`src/rtl/fm_remap_sequencer_pkg.sv`:
```
// Shared types and limits for the feature-map remap sequencer.
package fm_remap_sequencer_pkg;

    localparam int MAX_UP_LOG2 = 2;

    typedef enum logic {
        MODE_UPSAMPLE = 1'b0,
        MODE_ROUTE    = 1'b1
    } mode_e;

    typedef enum logic [1:0] {
        ST_IDLE  = 2'd0,
        ST_RUN   = 2'd1,
        ST_FLUSH = 2'd2,
        ST_DONE  = 2'd3
    } state_e;

    // Route copies pixels 1:1, so the exponent is forced to zero there.
    function automatic logic [1:0] eff_up_log2(input logic mode, input logic [1:0] up_log2);
        if (mode_e'(mode) == MODE_ROUTE) return 2'd0;
        if (up_log2 > 2'(MAX_UP_LOG2)) return 2'(MAX_UP_LOG2);
        return up_log2;
    endfunction

endpackage

```
`src/rtl/fm_remap_sequencer_if.sv`:
```
// FM-buffer side of the remap sequencer: read address stream, paired write stream, status.
interface fm_remap_sequencer_if #(
    parameter int FM_AW = 16
);
    logic             rd_vld;
    logic             rd_rdy;
    logic [FM_AW-1:0] rd_addr;
    logic             wr_vld;
    logic [FM_AW-1:0] wr_addr;
    logic             busy;
    logic             done;

    modport master (
        output rd_vld, rd_addr, wr_vld, wr_addr, busy, done,
        input  rd_rdy
    );

    modport slave (
        input  rd_vld, rd_addr, wr_vld, wr_addr, busy, done,
        output rd_rdy
    );
endinterface

```
`src/rtl/fm_remap_sequencer_counter.sv`:
```
// Channel / output-column / output-row walk with wrap and repeat-boundary flags.
module fm_nested_counter
    import fm_remap_sequencer_pkg::*;
#(
    parameter int W_CHN = 8,
    parameter int W_COL = 10,
    parameter int W_ROW = 10
) (
    input  logic                   clk,
    input  logic                   rstn,
    input  logic                   clr,
    input  logic                   en,
    input  logic [W_CHN-1:0]       chn_max,
    input  logic [W_COL-1:0]       col_max,
    input  logic [W_ROW-1:0]       row_max,
    input  logic [MAX_UP_LOG2-1:0] rep_mask,
    output logic                   chn_last,
    output logic                   col_last,
    output logic                   row_last,
    output logic                   col_rep_last,
    output logic                   row_rep_last,
    output logic                   all_last
);

    logic [W_CHN-1:0] chn_q, chn_d;
    logic [W_COL-1:0] col_q, col_d;
    logic [W_ROW-1:0] row_q, row_d;

    assign chn_last     = (chn_q == chn_max);
    assign col_last     = (col_q == col_max);
    assign row_last     = (row_q == row_max);
    // Low bits all-ones mark the last replica of an input pixel / input row.
    assign col_rep_last = ((col_q[MAX_UP_LOG2-1:0] & rep_mask) == rep_mask);
    assign row_rep_last = ((row_q[MAX_UP_LOG2-1:0] & rep_mask) == rep_mask);
    assign all_last     = chn_last && col_last && row_last;

    always_comb begin
        chn_d = chn_q;
        col_d = col_q;
        row_d = row_q;
        if (clr) begin
            chn_d = '0;
            col_d = '0;
            row_d = '0;
        end else if (en) begin
            if (!chn_last) begin
                chn_d = chn_q + W_CHN'(1);
            end else begin
                chn_d = '0;
                if (!col_last) begin
                    col_d = col_q + W_COL'(1);
                end else begin
                    col_d = '0;
                    row_d = row_last ? '0 : row_q + W_ROW'(1);
                end
            end
        end
    end

    always_ff @(posedge clk or negedge rstn) begin
        if (!rstn) begin
            chn_q <= '0;
            col_q <= '0;
            row_q <= '0;
        end else begin
            chn_q <= chn_d;
            col_q <= col_d;
            row_q <= row_d;
        end
    end

endmodule

```
`src/rtl/fm_remap_sequencer.sv`:
```
// Upsample / route address sequencer feeding FM-buffer read and write ports.
//  state    | meaning
//  ST_IDLE  | waiting for q_start, config not yet latched
//  ST_RUN   | issuing reads, one address per accepted handshake
//  ST_FLUSH | last read accepted, its paired write is on the bus
//  ST_DONE  | one-cycle done pulse, then back to idle
module fm_remap_sequencer
    import fm_remap_sequencer_pkg::*;
#(
    parameter int W_SIZE    = 8,
    parameter int W_CHANNEL = 8,
    parameter int FM_AW     = 16
) (
    input  logic                 clk,
    input  logic                 rstn,
    input  logic [W_SIZE-1:0]    q_width,
    input  logic [W_SIZE-1:0]    q_height,
    input  logic [W_CHANNEL-1:0] q_channel,
    input  logic [W_CHANNEL-1:0] q_channel_out,
    input  logic [W_CHANNEL-1:0] q_chn_offset,
    input  logic [FM_AW-1:0]     q_wr_base,
    input  logic                 q_mode,
    input  logic [1:0]           q_up_log2,
    input  logic                 q_start,
    input  logic                 q_abort,
    fm_remap_sequencer_if.master as
);

    localparam int W_COL = W_SIZE + MAX_UP_LOG2;

    state_e                 state_q, state_d;
    logic [W_CHANNEL-1:0]   chn_max_q, chn_max_d;
    logic [W_COL-1:0]       col_max_q, col_max_d;
    logic [W_COL-1:0]       row_max_q, row_max_d;
    logic [MAX_UP_LOG2-1:0] rep_mask_q, rep_mask_d;
    logic [FM_AW-1:0]       rd_rewind_q, rd_rewind_d;
    logic [FM_AW-1:0]       wr_step_q, wr_step_d;
    logic [FM_AW-1:0]       rd_addr_q, rd_addr_d;
    logic [FM_AW-1:0]       row_base_q, row_base_d;
    logic [FM_AW-1:0]       wr_ptr_q, wr_ptr_d;
    logic [FM_AW-1:0]       wr_addr_q, wr_addr_d;
    logic                   wr_vld_q, wr_vld_d;

    logic       rd_vld, run_hs, start_ok, zero_size;
    logic [1:0] up_eff;
    logic       chn_last, col_last, row_last, col_rep_last, row_rep_last, all_last;

    assign rd_vld    = (state_q == ST_RUN);
    assign run_hs    = rd_vld && as.rd_rdy && !q_abort;
    assign start_ok  = (state_q == ST_IDLE) && q_start && !q_abort;
    assign zero_size = (q_width == '0) || (q_height == '0) || (q_channel == '0);
    assign up_eff    = eff_up_log2(q_mode, q_up_log2);

    fm_nested_counter #(
        .W_CHN (W_CHANNEL),
        .W_COL (W_COL),
        .W_ROW (W_COL)
    ) u_cnt (
        .clk          (clk),
        .rstn         (rstn),
        .clr          (start_ok),
        .en           (run_hs),
        .chn_max      (chn_max_q),
        .col_max      (col_max_q),
        .row_max      (row_max_q),
        .rep_mask     (rep_mask_q),
        .chn_last     (chn_last),
        .col_last     (col_last),
        .row_last     (row_last),
        .col_rep_last (col_rep_last),
        .row_rep_last (row_rep_last),
        .all_last     (all_last)
    );

    always_comb begin
        state_d     = state_q;
        chn_max_d   = chn_max_q;
        col_max_d   = col_max_q;
        row_max_d   = row_max_q;
        rep_mask_d  = rep_mask_q;
        rd_rewind_d = rd_rewind_q;
        wr_step_d   = wr_step_q;
        rd_addr_d   = rd_addr_q;
        row_base_d  = row_base_q;
        wr_ptr_d    = wr_ptr_q;
        wr_addr_d   = wr_addr_q;
        wr_vld_d    = 1'b0;

        unique case (state_q)
            ST_IDLE: begin
                if (start_ok) begin
                    chn_max_d   = q_channel - W_CHANNEL'(1);
                    col_max_d   = (W_COL'(q_width) << up_eff) - W_COL'(1);
                    row_max_d   = (W_COL'(q_height) << up_eff) - W_COL'(1);
                    rep_mask_d  = MAX_UP_LOG2'((1 << up_eff) - 1);
                    rd_rewind_d = FM_AW'(q_channel) - FM_AW'(1);
                    wr_step_d   = FM_AW'(q_channel_out) - FM_AW'(q_channel) + FM_AW'(1);
                    rd_addr_d   = '0;
                    row_base_d  = '0;
                    wr_ptr_d    = q_wr_base + FM_AW'(q_chn_offset);
                    state_d     = zero_size ? ST_DONE : ST_RUN;
                end
            end
            ST_RUN: begin
                if (q_abort) begin
                    state_d = ST_IDLE;
                end else if (run_hs) begin
                    wr_vld_d  = 1'b1;
                    wr_addr_d = wr_ptr_q;
                    if (!chn_last) begin
                        rd_addr_d = rd_addr_q + FM_AW'(1);
                        wr_ptr_d  = wr_ptr_q + FM_AW'(1);
                    end else begin
                        wr_ptr_d = wr_ptr_q + wr_step_q;
                        if (!col_last) begin
                            // Repeat the same input pixel until its last replica column.
                            rd_addr_d = col_rep_last ? rd_addr_q + FM_AW'(1)
                                                     : rd_addr_q - rd_rewind_q;
                        end else if (row_rep_last) begin
                            rd_addr_d  = rd_addr_q + FM_AW'(1);
                            row_base_d = rd_addr_q + FM_AW'(1);
                        end else begin
                            rd_addr_d = row_base_q;
                        end
                    end
                    if (all_last) state_d = ST_FLUSH;
                end
            end
            ST_FLUSH: state_d = q_abort ? ST_IDLE : ST_DONE;
            ST_DONE:  state_d = ST_IDLE;
            default:  state_d = ST_IDLE;
        endcase
    end

    always_ff @(posedge clk or negedge rstn) begin
        if (!rstn) begin
            state_q     <= ST_IDLE;
            chn_max_q   <= '0;
            col_max_q   <= '0;
            row_max_q   <= '0;
            rep_mask_q  <= '0;
            rd_rewind_q <= '0;
            wr_step_q   <= '0;
            rd_addr_q   <= '0;
            row_base_q  <= '0;
            wr_ptr_q    <= '0;
            wr_addr_q   <= '0;
            wr_vld_q    <= 1'b0;
        end else begin
            state_q     <= state_d;
            chn_max_q   <= chn_max_d;
            col_max_q   <= col_max_d;
            row_max_q   <= row_max_d;
            rep_mask_q  <= rep_mask_d;
            rd_rewind_q <= rd_rewind_d;
            wr_step_q   <= wr_step_d;
            rd_addr_q   <= rd_addr_d;
            row_base_q  <= row_base_d;
            wr_ptr_q    <= wr_ptr_d;
            wr_addr_q   <= wr_addr_d;
            wr_vld_q    <= wr_vld_d;
        end
    end

    assign as.rd_vld  = rd_vld;
    assign as.rd_addr = rd_addr_q;
    assign as.wr_vld  = wr_vld_q;
    assign as.wr_addr = wr_addr_q;
    assign as.busy    = (state_q != ST_IDLE);
    assign as.done    = (state_q == ST_DONE);

endmodule
```
`src/flat_wrapper.sv`:
```
// flat-port wrapper written by rule: the top's interface ports become plain ports
module fm_remap_sequencer_flat import fm_remap_sequencer_pkg::*;
#(
    parameter int W_SIZE    = 8,
    parameter int W_CHANNEL = 8,
    parameter int FM_AW     = 16
)
  (clk, rstn, q_width, q_height, q_channel, q_channel_out, q_chn_offset, q_wr_base, q_mode, q_up_log2, q_start, q_abort, as_rd_vld, as_rd_addr, as_wr_vld, as_wr_addr, as_busy, as_done, as_rd_rdy);
  fm_remap_sequencer_if #(.FM_AW(FM_AW)) as_i ();
  input  logic clk;
  input  logic rstn;
  input  logic [W_SIZE-1:0] q_width;
  input  logic [W_SIZE-1:0] q_height;
  input  logic [W_CHANNEL-1:0] q_channel;
  input  logic [W_CHANNEL-1:0] q_channel_out;
  input  logic [W_CHANNEL-1:0] q_chn_offset;
  input  logic [FM_AW-1:0] q_wr_base;
  input  logic q_mode;
  input  logic [1:0] q_up_log2;
  input  logic q_start;
  input  logic q_abort;
  output wire logic [$bits(as_i.rd_vld)-1:0] as_rd_vld;
  output wire logic [$bits(as_i.rd_addr)-1:0] as_rd_addr;
  output wire logic [$bits(as_i.wr_vld)-1:0] as_wr_vld;
  output wire logic [$bits(as_i.wr_addr)-1:0] as_wr_addr;
  output wire logic [$bits(as_i.busy)-1:0] as_busy;
  output wire logic [$bits(as_i.done)-1:0] as_done;
  input wire logic [$bits(as_i.rd_rdy)-1:0] as_rd_rdy;
  assign as_rd_vld = as_i.rd_vld;
  assign as_rd_addr = as_i.rd_addr;
  assign as_wr_vld = as_i.wr_vld;
  assign as_wr_addr = as_i.wr_addr;
  assign as_busy = as_i.busy;
  assign as_done = as_i.done;
  assign as_i.rd_rdy = as_rd_rdy;
  fm_remap_sequencer #(.W_SIZE(W_SIZE), .W_CHANNEL(W_CHANNEL), .FM_AW(FM_AW)) u_core (.clk(clk), .rstn(rstn), .q_width(q_width), .q_height(q_height), .q_channel(q_channel), .q_channel_out(q_channel_out), .q_chn_offset(q_chn_offset), .q_wr_base(q_wr_base), .q_mode(q_mode), .q_up_log2(q_up_log2), .q_start(q_start), .q_abort(q_abort), .as(as_i));
endmodule
```
`config.mk`:
```
export PLATFORM = sky130hd
export DESIGN_NAME = fm_remap_sequencer_flat
export DESIGN_NICKNAME = d
export VERILOG_FILES = /design/src/rtl/fm_remap_sequencer_pkg.sv /design/src/rtl/fm_remap_sequencer_if.sv /design/src/rtl/fm_remap_sequencer_counter.sv /design/src/rtl/fm_remap_sequencer.sv /design/src/flat_wrapper.sv
export SDC_FILE = /design/constraint.sdc
export NUM_CORES = 1
export LEC_CHECK = 0
export ABC_AREA = 1
export CAP_MARGIN = 20
export CORE_MARGIN = 1
export CORE_UTILIZATION = 25
export CTS_CLUSTER_DIAMETER = 100
export CTS_CLUSTER_SIZE = 28
export DETAILED_ROUTE_END_ITERATION = 8
export PLACE_DENSITY_LB_ADDON = 0.08
export SYNTH_ARGS = -nofsm -noshare
export SYNTH_HDL_FRONTEND = slang
export SYNTH_SLANG_ARGS = --single-unit
```
`constraint.sdc`:
```
create_clock -name clk -period 2.9 [get_ports clk]
set_input_delay 0.29 -clock clk [delete_from_list [all_inputs] [get_ports clk]]
set_output_delay 0.29 -clock clk [all_outputs]
set_load 0.02 [all_outputs]
```
-- Word-level counts from Yosys, hierarchy flattened
Cells that the tools add are included.
- register bits after elaboration: 157
- output and inout port bits: 36
- logic and storage cells: 124
- add/sub/neg operators: 15
- $lt $le $gt $ge: 1
- eq/ne operators: 15
- shifts and indexed selects: 3
- muxes and demuxes: 47
- bitwise operators: 3
- reductions and logical operators: 25
- operators with widths (kind ; count):
    16-bit 2-to-1 mux ; 15
    16-bit one-hot mux with 2 select lines ; 3
    10-bit 2-to-1 mux ; 9
    16-bit by 1-bit adder with 16-bit output, second input constant ; 3
    8-bit logical NOT ; 3
    8-bit 2-to-1 mux ; 3
    10-bit by 1-bit adder with 10-bit output, second input constant ; 2
    10-bit equality test ; 2
    2-bit 2-to-1 mux ; 10
    8-bit by 2-bit << shifter with 10-bit output ; 2
    10-bit by 1-bit subtractor with 10-bit output, second input constant ; 2
    16-bit adder ; 1
    16-bit by 8-bit adder with 16-bit output ; 1
    16-bit subtractor ; 1
    2-bit nonzero test ; 5
    3-bit AND reduction ; 3
    8-bit by 1-bit subtractor with 9-bit output, second input constant ; 1
    8-bit by 8-bit subtractor with 9-bit output ; 1
    8-bit by 1-bit adder with 8-bit output, second input constant ; 1
    8-bit equality test ; 1
    2-bit inequality test, second input constant ; 4
    2-bit one-hot mux with 4 select lines ; 1
    8-bit by 1-bit subtractor with 8-bit output, second input constant ; 1
    1-bit logical AND ; 6
    other kinds (17) ; 28

-- Depth between registers and ports, before layout
- depth in word-level cells: 8
- gate-level depth with buffers: 23
- depth with buffers taken out: 21

-- Hierarchy
From an unflattened synthesis, not the netlist that was laid out.
- cell total of the unflattened synthesis: 1757
- area, all modules: 11374.7 um2
- by module, submodules not included (module ; times used ; cells each ; area an instance (um2)):
    fm_remap_sequencer ; 1 ; 1390 ; 9017.4
    fm_nested_counter ; 1 ; 367 ; 2357.3

-- Worst setup path after synthesis
Ideal clock, no wire load.
- path type: flip-flop to flip-flop
- from: reg u_core.u_cnt.chn_q[0]
- to: reg u_core.wr_ptr_q[10]
- setup time: 0.117 ns
- arrival: 2.643 ns
- data required time: 2.783 ns
- setup slack: 0.140 ns
- stages on the path, launching flop included: 21
- path buffers: 1
- cells stage by stage: dfrtp_1 -> nand2_1 -> nand2_1 -> inv_1 -> nand2_1 -> nor2_1 -> nand2_1 -> clkbuf_1 -> or2_2 -> ha_1 -> fa_1 -> nand3_1 -> nand2_1 -> nand2_1 -> nand3_1 -> nand2_1 -> nand2_1 -> nand2_1 -> nand3_1 -> nand3_1 -> nand2_1
- word-level cells in the longest chain between the ends: 5
- ends and longest elaborated chain (what ; line ; RTL):
    start, declared ; fm_remap_sequencer_counter.sv:25 ; logic [W_CHN-1:0] chn_q, chn_d;
    start signal, assigned ; fm_remap_sequencer_counter.sv:66 ; chn_q <= chn_d;
    8-bit equality test ; fm_remap_sequencer_counter.sv:29 ; assign chn_last = (chn_q == chn_max);
    16-bit 2-to-1 mux ; fm_remap_sequencer.sv:110 ; if (!chn_last) begin
    16-bit 2-to-1 mux ; fm_remap_sequencer.sv:107 ; end else if (run_hs) begin
    16-bit 2-to-1 mux ; fm_remap_sequencer.sv:105 ; if (q_abort) begin
    16-bit one-hot mux with 2 select lines ; fm_remap_sequencer.sv:89 ; unique case (state_q)
    end signal, assigned ; fm_remap_sequencer.sv:159 ; wr_ptr_q <= wr_ptr_d;
    end, declared ; fm_remap_sequencer.sv:40 ; logic [FM_AW-1:0] wr_ptr_q, wr_ptr_d;
No other way between the ends. The select of a mux whose other input is x is not followed.
A chain may end at the register's enable or synchronous reset.

==> implementation parameters <==
Parameter                              Value

Power
  IR drop worst, VDD    0.000426 V
  Total Power    0.0110 W
  Internal    0.00607 W
  P_sw    0.00493 W
  Clk pwr share    21.3%
  Share of power burned in registers    29.8%
  Share of power burned in combinational logic    48.9%
  Proportion of total power due to net switching    44.8%
  Total power density per cell area    801 nW/um^2
  Static power due to leakage    6.94 nW

Placed design
  GPL Wtd Cong    0.840
  Half-perimeter wire length of the detailed placement result    27900 um
  Total of buffers placed on input and output ports    99

Layout
  Synth-to-Final Area Change    22.3%
  Fraction of final layout cells sized beyond drive strength 1    6.78%
  Total Nets Final    1983
  Antenna diode count    0

Global routing
  Total global-route track usage    16.1%
  Wire length of the first global-routing pass    59000 um
  Largest net degree at the start of global routing    58
  Remaining Overflow, GRT    0
  Initial antenna violation count    0
  Via count of the first global-routing pass    10700

CTS
  TritonCTS Buffers    17
  TritonCTS Sinks    142
  TritonCTS clock tree    built
  Clock transition at the registers of the reported paths    0.07 ns
  Clock latency at the later pin of the worst-skew pair    0.45 ns
  Max Root-Sink Buffers    2
  Clock Root Buffer    sky130_fd_sc_hd__clkbuf_16
  H-tree depth    4

Logic synthesis
  Number of warning messages in the yosys log    0
  Synthesized Nets    1865
  Dominant cells by area after synthesis    sky130_fd_sc_hd__dfrtp_1 (32%), sky130_fd_sc_hd__nand2_1 (21%), sky130_fd_sc_hd__nand3_1 (7.7%)
  Fraction of registers with async set or reset after synthesis    100%
  Library cell with the largest summed area after synthesis    sky130_fd_sc_hd__dfrtp_1
  Yosys cell types    48
  Portion of synthesized cell area occupied by the leading cell type    31.6%
  Number of instances in the synthesized netlist    1743
  Number of synthesized flops with an enable pin    0
  Most used DFF post-synth    sky130_fd_sc_hd__dfrtp_1
  Sequential fraction of the synthesis area    31.6%
  Average cell area after synthesis    6.44 sq um
  Post-synthesis cell area    11200 sq um
  Post-synthesis register bit count    142

Setup path
  CP max-delay cell    sky130_fd_sc_hd__dfrtp_1
  Ordered cell list for the critical path    xnor2_2, nand2_1, nor2_1, nand2_1, or2_2, ha_2, fa_2, nand3_2, nand2_2, nand3_1, nand2_1, nand2_2, nand3_1, nand3_1, nand2_1, nand2_1, nand2_1
  Arrival time worst endpoint    3.01 ns
  Slack of the worst reg-to-reg path    0.22 ns
  Kind of end point of the critical path    register
  Endpoint required time on the critical path    3.23 ns
  Critical R2R Launch    u_core.rd_rewind_q[3]$_DFFE_PN0P_
  Most used cell, CP    sky130_fd_sc_hd__nand2_1
  Crit path largest cell delay    0.43 ns
  Critical path fanouts, max    5
  Worst reg2reg endpoint    u_core.wr_ptr_q[14]$_DFFE_PN0P_
  Cell depth of the worst flop-to-flop path    17
  Type of origin of the critical path    register
  Top Family by Delay on Critical Path    simple AND/OR/NAND/NOR gates
  Total buffers and inverters traversed by the critical path    0
  Worst setup path class    reg -> reg

STA
  Part of the cycle the worst path needs    92.3%
  Post-route minimum period    2.68 ns
  Worst Tran Pin Value    0.587 ns
  Unrepaired setup endpoints after global routing    false
  Fin Clk Skew    0.0114 ns
  Tightest slew margin relative to the limit    60.7%
  Hold violation total from the final report    0
  Aggregate negative setup slack    0 ns
  # setup viols final    0
  Max-slew violation count    0
  Achievable Freq    0.374 GHz

Floorplan
  I/O Pins    100
  Full die area    45800 sq um
  Starting density of the core    25.4%
  Die width    214 um
  Core region area    44200 sq um
  Placement Rows    77
  Y dimension of the die    214 um

Drt
  Mean routed wirelength per cell    14.6 um
  Antenna Violating Nets Remaining    0
  Wire length reported by the detailed router    36100 um
  First DRT Iteration DRCs    655
  Router iterations before antenna repair    6
  # DRC    0
  Total via count after detailed routing    11100
  Vias per cell    4.52

Job
  Max capacitance violation total    0

Run status
  Outcome    finished, final reports clean

Worst hold path
  Class of the most critical hold timing path    in -> async
## how the worst max path moves through the flow
stage,depth (start not counted),endpoint,slack (ns),from
2_1_floorplan,20,u_core.wr_ptr_q[10]$_DFFE_PN0P_,0.14,u_core.u_cnt.chn_q[0]$_DFFE_PN0P_
3_3_place_gp,14,u_core.wr_step_q[14]$_DFFE_PN0P_,0.11,q_channel[0]
3_5_place_dp,14,u_core.wr_step_q[14]$_DFFE_PN0P_,0.08,q_channel[0]
4_1_cts,19,u_core.wr_ptr_q[14]$_DFFE_PN0P_,0.06,u_core.u_cnt.chn_q[0]$_DFFE_PN0P_
5_1_grt,20,u_core.wr_ptr_q[14]$_DFFE_PN0P_,0.01,u_core.rd_rewind_q[6]$_DFFE_PN0P_
6_report,17,u_core.wr_ptr_q[14]$_DFFE_PN0P_,0.22,u_core.rd_rewind_q[3]$_DFFE_PN0P_
## kinds of logic (layout without fill, tap and decap cells)
logic type,Yosys count,in the layout,share of synthesized area (%)
and+or+nand+nor,1041,1041,39.2
buffers and inverters,240,370,8.55
AOI/OAI and AO/OA,219,219,10.5
DFF,142,142,31.6
adders and majority gates,58,58,6.73
xor gates and xnor gates,43,43,3.35
## flip-flops by register name, indices dropped and copies added (netlist names), 16 cells and up
signal,count
u_core.as.rd_addr,16
u_core.as.wr_addr,16
u_core.row_base_q,16
u_core.wr_ptr_q,16
u_core.wr_step_q,16
## power groups by stage
stage | Combinational (W) | Clock (W) | Sequential, W
finish | 0.00537 | 0.00234 | 0.00328
global route | 0.00612 | 0.00251 | 0.00338
CTS | 0.00537 | 0.00242 | 0.00330
detailed placement | 0.00535 | 0 | 0.00333
global placement | 0.00534 | 0 | 0.00332
floorplan | 0.00345 | 0 | 0.00327
## layout by cell type (no fill, tap or decap), drive strengths merged, types with 6 or more instances in the layout
cell             n
a21oi           73
a31oi           13
buf             42
clkbuf          19
clkdlybuf4s50   98
dfrtp          142
ha              54
inv            198
nand2          622
nand3          175
nand3b           9
nand4           19
nor2           175
nor3            21
o21a             6
o21ai          104
o22ai            6
or2              9
xnor2           10
xor2            33
## metrics by stage
step	instance area [sq um]	hold slack [ns]	std cells	util (%)	setup WS, ns
final	13700	0.312	2465	31.1	0.223
after floorplan	11200	-0.00559	1743	-	0.140
after CTS	13700	0.311	2462	30.9	0.0618
after detailed placement	13100	0.220	2430	29.5	0.0827
after global placement	13100	0.219	2430	29.5	0.109
after global routing	13700	0.336	2465	31.1	0.0119
## worst register-to-register path, delay by kind of cell, from the launching register on
kind,cells,cell delay [ns]
xor gates and xnor gates,1,0.18
adders and majority gates,2,0.59
and+or+nand+nor,14,1.38
DFF,1,0.43
## layer usage
metal	up-vias	track usage, %	part of all wire (%)
li1	5860	-	-
met5	-	0	0
met2	199	24.2	42
met1	5058	24.2	54
met4	0	3.72	1.0
met3	20	2.26	3.2
## area by class of cell
type                    count  area (sq um)
well taps                 592           741
repair buffers            141          1320
clock buffers              19           453
clock inverters            12           160
multi-input cells        1361          6760
fillers                  4882         30500
inverters                 198           748
flip-flops and latches    142          3550
## synth_stat cells (6+ instances only)
master                     number
sky130_fd_sc_hd__a21oi_1       73
sky130_fd_sc_hd__a31oi_1       13
sky130_fd_sc_hd__buf_2         17
sky130_fd_sc_hd__clkbuf_1      18
sky130_fd_sc_hd__dfrtp_1      142
sky130_fd_sc_hd__ha_1          54
sky130_fd_sc_hd__inv_1        181
sky130_fd_sc_hd__inv_2         13
sky130_fd_sc_hd__nand2_1      616
sky130_fd_sc_hd__nand3_1      173
sky130_fd_sc_hd__nand3b_1       9
sky130_fd_sc_hd__nand4_1       19
sky130_fd_sc_hd__nor2_1       164
sky130_fd_sc_hd__nor3_1        21
sky130_fd_sc_hd__o21a_1         6
sky130_fd_sc_hd__o21ai_0       83
sky130_fd_sc_hd__o21ai_1       20
sky130_fd_sc_hd__o22ai_1        6
sky130_fd_sc_hd__or2_2          7
sky130_fd_sc_hd__xnor2_1       10
sky130_fd_sc_hd__xor2_1        33
## what timing repair did
| action | 4_1_cts | 5_1_grt |
|---|---|---|
| setup endpoints to repair | 0 | 9 |
| resized for setup | 0 | 11 |
| setup buffers | 0 | 3 |
| hold buffers | 1 | 0 |
| endpoints found under the hold margin | 33 | 0 |
Power figures use the tool's default switching activity.
